===== config.mk =====
export PLATFORM = sky130hd
export DESIGN_NAME = game_round_ctrl
export DESIGN_NICKNAME = d
export VERILOG_FILES = /design/src/rtl/game_round_ctrl.sv
export SDC_FILE = /design/constraint.sdc
export NUM_CORES = 1
export LEC_CHECK = 0
export ABC_AREA = 1
export CORE_MARGIN = 2
export CORE_UTILIZATION = 58
export CTS_BUF_LIST = sky130_fd_sc_hd__clkbuf_2 sky130_fd_sc_hd__clkbuf_4 sky130_fd_sc_hd__clkbuf_8
export DETAILED_ROUTE_END_ITERATION = 10
export MAX_ROUTING_LAYER = met4
export PLACE_DENSITY = 0.95
export RECOVER_POWER = 100
export SLEW_MARGIN = 20
export SYNTH_ARGS = -nofsm -noshare
export SYNTH_HDL_FRONTEND = slang
export SYNTH_SLANG_ARGS = --single-unit

===== constraint.sdc =====
create_clock -name clk -period 3.6 [get_ports clk]
set_clock_uncertainty 0.05 [all_clocks]
set_input_delay 0.54 -clock clk [delete_from_list [all_inputs] [get_ports clk]]
set_output_delay 0.54 -clock clk [all_outputs]
set_load 0.05 [all_outputs]

===== src/rtl/game_round_ctrl.sv =====
// game_round_ctrl: four-digit guessing game round sequencer (draw, entry, score, result)
module game_round_ctrl #(
  parameter int MAX_TRIES = 8,
  parameter int DRAW_MAX = 64
) (
  input  logic        clk,
  input  logic        rst,
  input  logic        start_p,
  input  logic        enter_p,
  input  logic [3:0]  sw,
  input  logic [15:0] rand_in,
  output logic [15:0] secret,
  output logic [15:0] guess,
  output logic [2:0]  digits,
  output logic [2:0]  a_cnt,
  output logic [2:0]  b_cnt,
  output logic        score_valid,
  output logic [3:0]  tries,
  output logic [2:0]  state
);
  localparam int DW = $clog2(DRAW_MAX + 1);
  typedef enum logic [2:0] {IDLE, DRAW, ENTRY, SCORE, RESULT, WIN, LOSE} st_t;
  st_t st, st_n;
  logic [15:0] secret_n, guess_n, rmod;
  logic [2:0] digits_n, a_n, b_n, a_fin;
  logic [3:0] tries_n, tries_inc, k, k_n, sd, gd;
  logic [DW-1:0] dcnt, dcnt_n;
  logic uniq, hit, ha, hb;
  function automatic logic [3:0] mod10(input logic [3:0] n);
    mod10 = (n >= 4'd10) ? n - 4'd10 : n;
  endfunction
  assign rmod = {mod10(rand_in[15:12]), mod10(rand_in[11:8]), mod10(rand_in[7:4]), mod10(rand_in[3:0])};
  assign uniq = rmod[15:12] != rmod[11:8] && rmod[15:12] != rmod[7:4] && rmod[15:12] != rmod[3:0] &&
                rmod[11:8] != rmod[7:4] && rmod[11:8] != rmod[3:0] && rmod[7:4] != rmod[3:0];
  // digit 0 is the leftmost nibble for both secret and guess
  assign sd = 4'(secret >> {~k[3:2], 2'b00});
  assign gd = 4'(guess >> {~k[1:0], 2'b00});
  assign hit = sd == gd;
  assign ha = hit && k[3:2] == k[1:0];
  assign hb = hit && k[3:2] != k[1:0];
  assign a_fin = a_cnt + 3'(ha);
  assign tries_inc = tries + 4'd1;
  assign state = st;
  assign score_valid = st == RESULT || st == WIN || st == LOSE;
  // next-state and datapath next values; each state reacts only to the pulse it accepts
  always_comb begin
    st_n = st;
    secret_n = secret;
    guess_n = guess;
    digits_n = digits;
    a_n = a_cnt;
    b_n = b_cnt;
    tries_n = tries;
    k_n = k;
    dcnt_n = dcnt;
    case (st)
      IDLE, WIN, LOSE: if (start_p) begin
        st_n = DRAW;
        guess_n = '0;
        digits_n = '0;
        tries_n = '0;
        a_n = '0;
        b_n = '0;
        dcnt_n = '0;
      end
      DRAW: if (uniq) begin
        secret_n = rmod;
        st_n = ENTRY;
      end else if (dcnt == DW'(DRAW_MAX - 1)) begin
        secret_n = 16'h1234;
        st_n = ENTRY;
      end else dcnt_n = dcnt + DW'(1);
      ENTRY: if (digits == 3'd4) begin
        st_n = SCORE;
        k_n = '0;
        a_n = '0;
        b_n = '0;
      end else if (enter_p) begin
        guess_n = {guess[11:0], sw >= 4'd10 ? 4'd9 : sw};
        digits_n = digits + 3'd1;
      end
      SCORE: begin
        a_n = a_fin;
        b_n = b_cnt + 3'(hb);
        k_n = k + 4'd1;
        if (k == 4'd15) begin
          tries_n = tries_inc;
          if (a_fin == 3'd4) st_n = WIN;
          else if (tries_inc == 4'(MAX_TRIES)) st_n = LOSE;
          else st_n = RESULT;
        end
      end
      RESULT: if (enter_p) begin
        st_n = ENTRY;
        guess_n = '0;
        digits_n = '0;
        a_n = '0;
        b_n = '0;
      end
      default: st_n = IDLE;
    endcase
  end
  // state register
  always_ff @(posedge clk or posedge rst)
    if (rst) st <= IDLE;
    else st <= st_n;
  // datapath registers; reset discards any partial round
  always_ff @(posedge clk or posedge rst)
    if (rst) begin
      secret <= '0;
      guess <= '0;
      digits <= '0;
      a_cnt <= '0;
      b_cnt <= '0;
      tries <= '0;
      k <= '0;
      dcnt <= '0;
    end else begin
      secret <= secret_n;
      guess <= guess_n;
      digits <= digits_n;
      a_cnt <= a_n;
      b_cnt <= b_n;
      tries <= tries_n;
      k <= k_n;
      dcnt <= dcnt_n;
    end
endmodule


==> results.yml <==
worst_setup_path:
  rr_endpoint: "guess[0]$_DFFE_PP0P_"
  critPathArrivalTime_ps: 3240
  rrSetupSlack_ps: 550
  endpoint: "secret[6]$_DFFE_PP0P_"
  r2r_start: "state[0]$_DFFE_PP0P_"
  start_kind: "input pin"
  cp.required_ps: 3750
  crit_start: "rand_in[5]"
  cp-end-kind: "flip-flop"
  crit_path_max_fanout: 16
  worstSetupPathType: "in2reg"
  reg2reg_depth: 9
route:
  totalWireLength_um: 10100
  vias: 3884
  first_iter_violations: 385
  drc: 0
  firstDrtPassIters: 5
  wire_per_inst_um: 14.9
  final_antenna_net_count: 0
  viasPerCell: 5.71
logic_synthesis:
  syn_area_per_cell_um2: 7.34
  synth-async-reset-ratio: 1.00
  synth.top_cell.area_share: 0.384
  synth-seq-cells: 59
  synth_compound_area_frac: 0.155
  synthAdderAreaFrac: 0.0455
  yosysWarnings: 0
  synthMuxAreaShare: 0
  synth-edff-count: 0
  yosysSeqAreaShare: 0.384
  synth_top_family_by_area: "simple AND/OR/NAND/NOR gates"
  synthFlopType: "dfrtp_1"
  synthXorXnorAreaFrac: 0.0410
  syn_area_um2: 3850
  synth.distinct_cells: 36
  yosys.area_share.simple: 0.285
  synthCells: 524
  yosys.area.top_type: "dfrtp_1"
  synthesis.nets: 562
  synthTopCellsByArea: "dfrtp_1 (38%), nand2_1 (13%), inv_1 (5.3%)"
sta:
  fin_tns_setup_ps: 0
  slew_headroom: 0.0584
  rsz0062_at_grt: "false"
  period_share: 0.857
  worst_slew_pin_slew_ps: 1410
  max_freq_mhz: 324
  finalSetupViolCount: 0
  slew_violations: 0
  hold_viol: 0
  period_needed_ps: 3090
cells_and_area:
  syn2layout_area_growth_pct: 23.8
  fillers: 482
  layout-drive-gt1-share: 0.0978
  nNetsFinal: 636
  antenna-diode-count: 0
clocking:
  clock_latency_ps: 340
  cts.sinks: 59
  cts_setup_buffers: 0
  hold_buffers: 0
  clkTransAtPathRegs_ps: 70
  cts_tree: "done"
  ctsResizeCount: 0
  htreeDepth: 3
  cts_buffer_depth: 2
  root_buffer: "clkbuf_8"
  cts_made_buffers: 9
pwr:
  vdd_ir_drop_max_mv: 0.792
  power.density_nw_per_um2: 796
  finalPower_uw: 3790
  p_leak_uw: 0.00240
floorplanning:
  die_h_um: 85.4
  dieArea_um2: 7300
  core_um2: 6390
  rows: 29
  io_pins: 73
  start_util: 0.602
  dieWidth_um: 85.4
global_routing:
  overflow: 0
  grt_pass1_vias: 3647
  antenna_found_initial: 0
  grt_max_degree: 60
  grtUsageTotal: 0.295
  grt_first_pass_wirelength_um: 16700
run_status:
  status: "finished, final reports clean"
placed_design:
  place.gp.congestion: 0.970
  dp_hpwl_um: 7470
  port_buffers: 72
min_path:
  min_path_type: "reg2reg"
job:
  drv_cap: 0
layout by cell type, fill, tap and decap left out, types with 2 or more instances in the layout:
cell	count
nor2_2	8
o21ai_1	5
clkbuf_8	9
clkinv_1	2
inv_1	54
a21oi_2	2
xor2_1	9
dlygate4sd3_1	51
nand2_1	133
nor2_1	46
clkbuf_2	2
a21oi_1	26
a22o_1	3
ha_1	14
nor2_4	2
dfrtp_1	59
inv_2	13
o22ai_1	4
xnor2_1	9
buf_4	2
nand2_2	3
nand3_1	39
o21ai_0	55
nand4_1	10
clkdlybuf4s50_1	21
clkinvlp_4	3
o21ai_2	6
through the flow:
| stage | utilization | instance area (µm²) | setup slack (ps) | hold WS (ps) | cells |
|---|---|---|---|---|---|
| floorplan | - | 3850 | 1040 | 418 | 524 |
| global placement | 0.724 | 4620 | 822 | 444 | 664 |
| detailed placement | 0.724 | 4620 | 706 | 464 | 664 |
| CTS | 0.755 | 4820 | 767 | 481 | 680 |
| global route | 0.745 | 4760 | 268 | 509 | 680 |
| finish | 0.745 | 4760 | 515 | 478 | 680 |
final cells by class:
type,count,area (µm²),share of cell area
Tap cell,77,96.3,0.0202
Clock inverter,6,66.3,0.0139
Clock buffer,10,131,0.0276
Sequential cell,59,1480,0.310
Inverter,69,259,0.0544
Multi-Input combinational cell,382,1980,0.416
Timing Repair Buffer,77,749,0.157
logic make-up after synthesis:
group	after synthesis
simple gates	246
compound gates	104
fa+ha+maj	14
buf+inv	83
flops	59
xor+xnor	18
metal layers:
metal / share of wire / up-vias / global-route usage / wire, µm
met5: 0 / - / - / 0
li1: - / 1850 / - / -
met3: 0.068 / 25 / 0.0438 / 684
met2: 0.51 / 200 / 0.495 / 5180
met1: 0.40 / 1809 / 0.357 / 4020
met4: 0.024 / 0 / 0.120 / 247
critical path, cell delays in order:
cell	delay (ps)
dlygate4sd3_1	550
inv_1	80
ha_1	280
nand2_1	60
nand2_1	160
inv_1	90
nand2_1	70
nand2_1	50
nand2_1	70
nor2_2	30
nor2_1	170
nand3_1	300
nand2_4	120
nand2_1	330
nand2_1	190
o21ai_0	130
registers in the layout, summed over array words and instances, names as in the netlist:
register and flops:
a_cnt 3, b_cnt 3, dcnt 7, digits 3
guess 16, k 4, secret 16, state 3
tries 4
power breakdown:
group / switching, µW / leakage, µW / internal [µW]
logic: 1490 / 0.00153 / 613
registers: 230 / 0.000779 / 847
clock network: 281 / 0.0000919 / 327
total: 2000 / 0.00240 / 1790
synthesized netlist by cell type, types with 2 or more instances:
library cell	count
nor2_2	8
a21oi_1	22
nor2_1	45
xor2_1	9
buf_2	3
o21ai_0	38
clkbuf_1	5
buf_4	3
nand2_2	3
dfrtp_1	59
nand2_1	132
o22ai_1	4
buf_6	2
inv_1	54
nor2_4	3
inv_2	14
nand4_1	9
a22o_1	3
nand2_4	2
o21ai_1	21
xnor2_1	9
ha_1	14
nand3_1	38
a21oi_2	6
o21ai_2	7
how the worst min path moves through the flow:
stage / start / end / slack [ps] / cells past startpoint
5_1_grt: dcnt[6]$_DFFE_PP0P_ / dcnt[6]$_DFFE_PP0P_ / 510 / 2
3_3_place_gp: dcnt[1]$_DFFE_PP0P_ / dcnt[1]$_DFFE_PP0P_ / 440 / 2
6_report: dcnt[2]$_DFFE_PP0P_ / dcnt[2]$_DFFE_PP0P_ / 480 / 2
2_1_floorplan: dcnt[1]$_DFFE_PP0P_ / dcnt[1]$_DFFE_PP0P_ / 420 / 2
3_5_place_dp: dcnt[2]$_DFFE_PP0P_ / dcnt[2]$_DFFE_PP0P_ / 460 / 2
4_1_cts: dcnt[2]$_DFFE_PP0P_ / dcnt[2]$_DFFE_PP0P_ / 480 / 2
Note: power is estimated with default switching activity, not from simulation.
